$ cat src/rtl/tdm_demux4.sv
// Four-channel TDM demultiplexer with HUNT/LOCKED frame alignment and sync-error flagging.
// Optional frame counter enabled by defining TDM_FRAME_CNT_EN.
module tdm_demux4 #(
    parameter int W = 8
) (
    input  logic           clk,
    input  logic           rst_n,
    input  logic [W-1:0]   d,
    input  logic           dv,
    input  logic           fs,
    output logic [4*W-1:0] y,
    output logic [3:0]     yv,
    output logic           frame_done,
    output logic           locked,
    output logic           sync_err,
    output logic [7:0]     frame_cnt
);

    typedef enum logic {HUNT = 1'b0, LOCKED = 1'b1} state_t;

    state_t         state_q, state_d;
    logic [1:0]     slot_q, slot_d;
    logic [4*W-1:0] y_q, y_d;
    logic [3:0]     yv_q, yv_d;
    logic           fd_q, fd_d;
    logic           err_q, err_d;
    logic           wr_en;
    logic [1:0]     wr_ch;

    always_comb begin
        state_d = state_q;
        slot_d  = slot_q;
        wr_en   = 1'b0;
        wr_ch   = 2'd0;
        fd_d    = 1'b0;
        err_d   = 1'b0;
        if (dv) begin
            case (state_q)
                HUNT: begin
                    if (fs) begin
                        wr_en   = 1'b1;
                        slot_d  = 2'd1;
                        state_d = LOCKED;
                    end
                end
                LOCKED: begin
                    if (fs) begin
                        // early sync restarts the frame without closing the truncated one
                        err_d  = (slot_q != 2'd0);
                        wr_en  = 1'b1;
                        slot_d = 2'd1;
                    end else if (slot_q == 2'd0) begin
                        err_d   = 1'b1;
                        state_d = HUNT;
                    end else begin
                        wr_en  = 1'b1;
                        wr_ch  = slot_q;
                        fd_d   = (slot_q == 2'd3);
                        slot_d = slot_q + 2'd1;
                    end
                end
                default: state_d = HUNT;
            endcase
        end
    end

    always_comb begin
        y_d  = y_q;
        yv_d = 4'b0000;
        if (wr_en) begin
            y_d[wr_ch*W +: W] = d;
            yv_d              = 4'b0001 << wr_ch;
        end
    end

    always_ff @(posedge clk) begin
        if (!rst_n) begin
            state_q <= HUNT;
            slot_q  <= 2'd0;
            y_q     <= '0;
            yv_q    <= 4'b0000;
            fd_q    <= 1'b0;
            err_q   <= 1'b0;
        end else begin
            state_q <= state_d;
            slot_q  <= slot_d;
            y_q     <= y_d;
            yv_q    <= yv_d;
            fd_q    <= fd_d;
            err_q   <= err_d;
        end
    end

`ifdef TDM_FRAME_CNT_EN
    logic [7:0] fc_q;

    always_ff @(posedge clk) begin
        if (!rst_n) begin
            fc_q <= 8'd0;
        end else if (fd_d) begin
            fc_q <= fc_q + 8'd1;
        end
    end

    assign frame_cnt = fc_q;
`else
    assign frame_cnt = 8'd0;
`endif

    assign y          = y_q;
    assign yv         = yv_q;
    assign frame_done = fd_q;
    assign locked     = (state_q == LOCKED);
    assign sync_err   = err_q;

endmodule

$ cat config.mk
export PLATFORM = sky130hd
export DESIGN_NAME = tdm_demux4
export DESIGN_NICKNAME = d
export VERILOG_FILES = /design/src/rtl/tdm_demux4.sv
export SDC_FILE = /design/constraint.sdc
export NUM_CORES = 1
export LEC_CHECK = 0
export CAP_MARGIN = 20
export CORE_MARGIN = 2
export CORE_UTILIZATION = 45
export DETAILED_ROUTE_END_ITERATION = 8
export PLACE_DENSITY_LB_ADDON = 0.1
export SLEW_MARGIN = 25
export SYNTH_ARGS = -nofsm -noshare
export SYNTH_HDL_FRONTEND = slang
export SYNTH_SLANG_ARGS = --single-unit
$ cat constraint.sdc
create_clock -name clk -period 7.6 [get_ports clk]
set_clock_uncertainty 0.05 [all_clocks]
set_input_delay 0.76 -clock clk [delete_from_list [all_inputs] [get_ports clk]]
set_output_delay 0.76 -clock clk [all_outputs]
set_load 0.02 [all_outputs]
==> results list, run 1 <==
- The root buffer cell chosen for the clock tree is sky130_fd_sc_hd__clkbuf_8.
* Buffer count from post-CTS setup fixing: 0
- The worst setup path is captured at a flop.
* Via density per instance: around 5.2
* Fraction of layout cells with a size suffix above 1: 7.26%
- Final setup violation count: 0
* Total global-route track usage: approximately a fifth
- DR DRC count: 0
- Leading cell type in the layout, fill and taps excluded: sky130_fd_sc_hd__clkdlybuf4s50_1
- Total of flip-flops plus latches after synthesis: 41
- Overall die width: roughly 66 um
- The clock passes through at most 2 buffers.
- Data on the critical path arrives at its endpoint at about 3.1 ns.
- Along the worst path, the maximum fanout reaches 13.
* Starting utilization of the core area: between 40% and 50%
- Summing the sequential cell areas from Yosys gives approximately 48% of the chip area.
- The analysis attributes to cell leakage a power of about 0.84 nW.
- Crit Path Class: input pin to flop
* Number of maximum-capacitance violations: 0
- The area growth from synthesis to layout is 35.1%.
- Unrepaired setup endpoints after global routing: no
- Final std cells w/o fill: ~280
- Total clock buffers created by CTS: 5
- During synthesis, Yosys emitted a total of 0 warnings.
- Counting distinct cell types in the post-synthesis netlist gives 35.
- Averaged over all synthesized cells, the footprint is roughly 9.3 um2.
* Overall Power: 0.445 mW
* Global-route wire length before repair: 6690 um
* Pre-CTS setup slack: 4.36 ns
- Worst setup SP type: input pin
- The worst hold path belongs to the class flop to flop.
* I/O Pins: between 50 and 60
- Hold path start: y[15]
- Number of gates resized after CTS: 0
- For this run, the post-layout net count is around 250.
- Die area: about 0.0043 mm2
- Pins Over Slew Limit: 0
- The most critical setup path has its startpoint at dv.
- The number of global-route vias before repair came to approximately 1,400.
- Peak supply drop: around 0.00014 V
- Drt total wl: between 4000 and 5000 um
* Maximum level of the CTS H-tree: 2
- # clock sinks: just over 40
* Data required, critical path: approximately 8 ns
- In the post-route analysis, the smallest setup slack over all paths is 4.67 ns.
- Buffers added on ports: 50
- TritonCTS built the clock tree.
- The count of nets left with antenna violations once routing finished came out at 0.
- Detailed placement finished with a half-perimeter wire length of about 3000 um.
- Leaving out fill and tap cells, the most frequent cells in the layout are sky130_fd_sc_hd__clkdlybuf4s50_1 (50), sky130_fd_sc_hd__dfxtp_1 (41), sky130_fd_sc_hd__nand2_1 (26), sky130_fd_sc_hd__nand3_1 (25), sky130_fd_sc_hd__a21oi_1 (25).
* Areal power density over the cells: about 190 mW/mm2
- Clk slew on worst S/H paths: 0.08 ns
- Routed WL per cell: ~15 um
- The initial antenna violation count came to 0.
* Achievable frequency: about 340 MHz
* Post-Route Setup TNS: 0 ns
- Routability-driven placement finished with a final weighted congestion of approximately 0.9.
* Reg-to-Reg Start: slot_q[0]
* Final critical-path share of the clock period: roughly 39%
- The core region is 0.00366 mm2.
- The repair_antennas step left the layout with diodes totalling 0.
- Number of cell rows: 22
* Vertical die dimension: around 66 um
- Counting tap cells, the placed design contains a total of roughly 270 instances.
* Starting DRC count in detailed routing: between 90 and 100
* Hold violation count in the final report: 0
- Clock Latency Late Sink: 0.30 ns
- The run finished with clean final reports.
- The cell count after synthesis came out at 185.
* Largest net degree at the start of global routing: 29
- Crit path time final: between 2 and 3 ns
- Overflow left after global routing: 0
* Post-cts hold buffer count: 0
- For this run, the detailed router's first-pass iteration total came to 5.
* Cell area after synthesis: around 0.0017 mm2
- The detailed router placed around 1,500 vias in this run.
-- Yosys cell counts --
library cell | count | area share [%]
sky130_fd_sc_hd__nor4b_4 | 2 | 2.8
sky130_fd_sc_hd__a41oi_2 | 1 | 0.94
sky130_fd_sc_hd__buf_4 | 8 | 3.5
sky130_fd_sc_hd__or2_1 | 1 | 0.36
sky130_fd_sc_hd__a311oi_1 | 1 | 0.51
sky130_fd_sc_hd__a211oi_1 | 1 | 0.44
sky130_fd_sc_hd__and4bb_4 | 1 | 0.94
sky130_fd_sc_hd__dfxtp_1 | 41 | 48
sky130_fd_sc_hd__conb_1 | 1 | 0.22
sky130_fd_sc_hd__ha_1 | 7 | 5.1
sky130_fd_sc_hd__inv_1 | 4 | 0.87
sky130_fd_sc_hd__a21oi_1 | 25 | 7.3
sky130_fd_sc_hd__inv_4 | 1 | 0.36
sky130_fd_sc_hd__nand2_1 | 26 | 5.7
sky130_fd_sc_hd__nor2b_1 | 1 | 0.36
sky130_fd_sc_hd__and4_1 | 3 | 1.5
sky130_fd_sc_hd__clkbuf_1 | 4 | 0.87
sky130_fd_sc_hd__o21ai_0 | 1 | 0.29
sky130_fd_sc_hd__buf_6 | 1 | 0.65
sky130_fd_sc_hd__nor2_1 | 3 | 0.65
sky130_fd_sc_hd__a21boi_0 | 1 | 0.44
sky130_fd_sc_hd__nand2b_1 | 1 | 0.36
sky130_fd_sc_hd__nor4_1 | 1 | 0.36
sky130_fd_sc_hd__nand4_2 | 1 | 0.73
sky130_fd_sc_hd__inv_2 | 1 | 0.22
sky130_fd_sc_hd__nor4b_1 | 1 | 0.51
sky130_fd_sc_hd__and4b_1 | 1 | 0.58
sky130_fd_sc_hd__nand2_4 | 1 | 0.65
sky130_fd_sc_hd__buf_2 | 3 | 0.87
sky130_fd_sc_hd__nand4_1 | 3 | 1.1
sky130_fd_sc_hd__a22oi_1 | 1 | 0.44
sky130_fd_sc_hd__nand3_1 | 25 | 7.3
sky130_fd_sc_hd__and3_1 | 3 | 1.1
sky130_fd_sc_hd__a22o_1 | 8 | 4.1
sky130_fd_sc_hd__a21oi_2 | 1 | 0.51
-- sequential cells by signal (all words and copies together), names as in the netlist --
name,count
y,32
sync_err,1
yv,4
frame_done,1
locked,1
slot_q,2
-- final timing paths --
| kind | to | slack [ns] | depth (start not counted) |
|---|---|---|---|
| worst max register to register | y[6] | 4.79 | 7 |
| worst min-delay path | y[15] | 0.41 | 2 |
| worst min register to register | y[15] | 0.41 | 2 |
| worst max-delay path | y[6] | 4.67 | 6 |
-- power by group --
part / switching (mW) / internal, mW
logic: 0.0232 / 0.0158
clock network: 0.0774 / 0.107
registers: 0.00324 / 0.218
-- area by class of cell --
cell class                      instances  area (um2)
Inverter                                6        25.0
Multi-Input combinational cell        129         803
Clock inverter                          2        37.5
Fill cell                             306        1330
Clock buffer                            6        82.6
Sequential cell                        41         821
Timing Repair Buffer                   50         500
Tap cell                               48        60.1
-- logic make-up after synthesis --
family / synth area share, %
and+or+nand+nor: 24.9
DFF: 47.6
AOI/OAI and AO/OA: 14.9
buffers and inverters: 7.33
adders and majority gates: 5.08
other: 0.217
-- metrics by stage --
| step | area (um2) | util (%) | hold slack (ns) |
|---|---|---|---|
| 6_report | 2330 | 63.6 | 0.410 |
| 5_1_grt | 2330 | 63.6 | 0.421 |
| 4_1_cts | 2330 | 63.6 | 0.411 |
| 3_5_place_dp | 2210 | 60.4 | 0.397 |
| 3_3_place_gp | 2210 | 60.4 | 0.392 |
| 2_1_floorplan | 1750 | - | 0.480 |
-- critical path, stage by stage --
cell	delay [ns]
sky130_fd_sc_hd__clkdlybuf4s50_1	0.71
sky130_fd_sc_hd__and4bb_4	0.37
sky130_fd_sc_hd__nand2_1	0.12
sky130_fd_sc_hd__ha_1	0.39
sky130_fd_sc_hd__nor4b_4	0.53
sky130_fd_sc_hd__a22o_1	0.22
-- layer usage --
metal	routed length (um)	part of all wire, %	GRT usage (%)
met4	48	1.1	5.47
met5	0	0	0
met1	1900	45	26.1
met3	296	7.1	6.13
met2	1940	46	33.8
No activity file was read; power rests on OpenSTA's default activity.
==> run 2: changes to the inputs <==
==> constraint.sdc (replaced) <==
create_clock -name clk -period 3.05 [get_ports clk]
set_clock_uncertainty 0.05 [all_clocks]
set_input_delay 0.305 -clock clk [delete_from_list [all_inputs] [get_ports clk]]
set_output_delay 0.305 -clock clk [all_outputs]
set_load 0.02 [all_outputs]
==> run 2 against run 1 <==
  * Final cell count up 0.35%
  * Sequential power is 150% higher
  * Die area unchanged
  * Via count increased by 3.6%
  * Global-route usage increased by 0.61 points
  * Total power is 150% higher
  * Critical path depth up 2
  * Register-to-register slack got worse by 4.5 ns
  * Count of clock-buffer cells in the layout grew 1
  * Sequential cell count unchanged
  * Critical path type is now flop to flop
  * Largest cell class unchanged
==> results list, run 2 (synthesis gave the netlist of run 1 again) <==
- In this run the tightest slew margin relative to its limit is between 60% and 70%.
- Number of cell rows: 22 (unchanged)
- The number of resized instances in the post-cts repair step came to 0 (unchanged).
- Number of iterations in the first detailed-routing pass: 4 (-1)
- Antenna violation net count after detailed routing: 0 (unchanged)
* Switching share of power: 22.4% (-0.95 points)
- The net switching power came to 0.245 mW (+140%).
- Class of the tightest hold or removal check: flop to flop
- Maximum level of the CTS H-tree: 2 (unchanged)
- The die outline height came to 65.9 um (unchanged).
* Global-route wire length before repair: 6990 um (+4.4%)
- The multi-input combinational cell area was 803 um2 (unchanged).
* Result of the run: finished clean
* Estimated wirelength of the detail-placed design: 3050 um (about the same)
- Peak supply drop: 0.000406 V (+200%)
- Signed area change from the synthesized netlist to the final layout: 35.3%
- The number of sinks driven by the clock tree is 41 (unchanged).
- Pins Over Slew Limit: 0 (unchanged)
* Max reg flops: 32 (unchanged)
- Static leakage: 0.846 nW (+0.70%)
- The setup TNS is 0 ns (unchanged).
- Cell depth of the worst min-delay path: 2 (unchanged)
- The worst setup path is of the flop to flop kind.
- Overflow left after global routing: 0 (unchanged)
- Crit path time final: between 2 and 3 ns
- The total routing resource utilization after global routing came to 21.2% (+0.61 points).
- Overall die width: 65.9 um (unchanged)
* Fraction of power consumed by the clock network: 40.6% (-0.8 points)
- The maximum number of pins on one net before global-route repair was 29 (unchanged).
- Data required, critical path: 3.22 ns (-4.56 ns)
* Achievable frequency: roughly 360 MHz
* Seq pwr share: 50.3% (+0.5 points)
- Critical Path Sink Type: flop
- At the pin with the least slew margin, the transition time is ~0.51 ns.
- The data arrival time of the critical path was 2.95 ns (-0.16 ns).
- The number of fill cells came to 297 (-2.9%).
* Buffers added on ports: 50 (unchanged)
* Clk slew on worst S/H paths: 0.08 ns (about the same)
- The number of buffers and inverters on the critical path is 1 (unchanged).
* Leading cell type in the layout, fill and taps excluded: sky130_fd_sc_hd__clkdlybuf4s50_1
* Vias in the first global route: 1,473 (+9.0%)
- Crit Reg-Reg Endpoint: y[24]
- The total vias in the final route came to 1,520 (+3.6%).
* Antenna cells: 0 (unchanged)
- The detailed-route wire length per cell was 14.9 um (+0.70%).
- The worst hold path begins at y[13].
* Most prevalent standard cell on the critical path: sky130_fd_sc_hd__ha_1
- The post-CTS setup-driven buffer insertion count came to 0 (unchanged).
- The clock latency on the worst-skew pair came to 0.29 ns (about the same).
- The highest cell delay on the worst timing path came to 0.48 ns (-0.23 ns).
* CP top delay family: simple AND/OR/NAND/NOR gates
- Starting DRC count in detailed routing: 73 (-26%)
- Post-cts hold buffer count: 0 (unchanged)
- Antenna violations before repair: 0 (unchanged)
- Clock tree from TritonCTS: built
* Final WS setup: 0.266 ns (-4.41 ns)
- Total area of sequential cells: 821 um2 (unchanged)
* Via density per instance: 5.37 (+3.2%)
- The path with the worst hold slack has its endpoint at y[13].
* Hold violation count in the final report: 0 (unchanged)
- The top-level I/O count was 59 (unchanged).
- Critical path fanouts, max: 8 (-5)
- Reg-to-Reg Start: slot_q[0]
- Internal power summed over all cells: 0.851 mW (+150%)
* FF-to-FF setup slack: 0.27 ns (-4.52 ns)
- Critical Path, Cell by Cell: inv_1 > ha_1 > and4bb_4 > nand2_1 > ha_1 > nor4b_4 > nand3_1 > a21oi_1
* Max Buffers Root-to-Sink: 2 (unchanged)
- The final count of negative-setup-slack endpoints was 0 (unchanged).
- The worst reg2reg path depth came to 8 (+1).
* Area of the core region: 0.00366 mm2 (unchanged)
- Total clock buffers created by CTS: 5 (unchanged)
- The total power per unit cell area is 470 mW/mm2 (+150%).
- Commonest cells after routing, fill and taps aside: sky130_fd_sc_hd__clkdlybuf4s50_1 (50), sky130_fd_sc_hd__dfxtp_1 (41), sky130_fd_sc_hd__nand2_1 (26), sky130_fd_sc_hd__nand3_1 (25), sky130_fd_sc_hd__a21oi_1 (25)
- Drt total wl: 4220 um (+1.1%)
- CP max stage cell: sky130_fd_sc_hd__dfxtp_1
* Number of nets at the end of the flow: 253 (+0.40%)
- The area enclosed by the die boundary was 0.00434 mm2 (unchanged).
- The combinational share of power was 9.0% (+0.2 points).
- The number of design rule violations left after detail routing was 0 (unchanged).
- Worst setup SP type: flop
* Number of maximum-capacitance violations: 0 (unchanged)
* Unrepaired setup endpoints after global routing: no
* Routability congestion estimate from global placement: 0.875 (-2.7%)
* Final critical-path share of the clock period: about nine tenths
* Fraction of layout cells with a size suffix above 1: 7.23% (-0.031 points)
* CTS Root Cell: sky130_fd_sc_hd__clkbuf_8
* Pre-CTS setup slack: 0.292 ns (-4.07 ns)
- Starting utilization of the core area: 47.1% (unchanged)
-- run 2: cell count changes in the layout (fill, tap and decap cells not counted) --
cell / delta
sky130_fd_sc_hd__clkinvlp_4: -1
sky130_fd_sc_hd__clkbuf_1: +1
sky130_fd_sc_hd__buf_4: +1
-- run 2: worst max path at each step --
| stage | from | to | cells past startpoint |
|---|---|---|---|
| after CTS | slot_q[0] | y[24] | 8 |
| after global placement | slot_q[0] | y[30] | 8 |
| after floorplan | slot_q[0] | y[0] | 7 |
| after global routing | slot_q[0] | y[18] | 9 |
| final | slot_q[0] | y[24] | 8 |
| after detailed placement | slot_q[0] | y[11] | 8 |
-- run 2: layout make-up --
cell class	count	area share [%]
Timing Repair Buffer	51	21.8
Clock buffer	7	3.70
Tap cell	48	2.57
Multi-Input combinational cell	129	34.4
Sequential cell	41	35.2
Inverter	6	1.07
Clock inverter	1	1.29
-- run 2: worst reg2reg max path: stages (launching register included) --
cell and delay (ns):
sky130_fd_sc_hd__dfxtp_1 0.48, sky130_fd_sc_hd__inv_1 0.18, sky130_fd_sc_hd__ha_1 0.29, sky130_fd_sc_hd__and4bb_4 0.42, sky130_fd_sc_hd__nand2_1 0.13, sky130_fd_sc_hd__ha_1 0.40, sky130_fd_sc_hd__nor4b_4 0.45, sky130_fd_sc_hd__nand3_1 0.15
sky130_fd_sc_hd__a21oi_1 0.18
-- run 2: power groups by stage --
stage,logic (mW),clock network [mW],registers (mW)
2_1_floorplan,0.0502,0,0.574
3_3_place_gp,0.0970,0,0.564
3_5_place_dp,0.0981,0,0.565
4_1_cts,0.0987,0.451,0.552
5_1_grt,0.106,0.480,0.553
6_report,0.0991,0.446,0.552
-- run 2: through the flow --
step	instances	power, mW	instance area [um2]	hold WS, ns	util [%]
6_report	283	1.10	2330	0.406	63.7
5_1_grt	283	1.14	2330	0.428	63.7
4_1_cts	283	1.10	2330	0.410	63.7
3_5_place_dp	275	0.663	2220	0.398	60.6
3_3_place_gp	275	0.661	2220	0.393	60.6
2_1_floorplan	192	0.624	1750	0.332	-
-- run 2: layer usage --
layer | wire, um | up-vias | track usage, %
met5 | 0 | - | 0
met4 | 56 | 0 | 7.81
met3 | 311 | 6 | 4.77
met2 | 2020 | 67 | 35.1
met1 | 1830 | 708 | 26.8
li1 | - | 739 | -
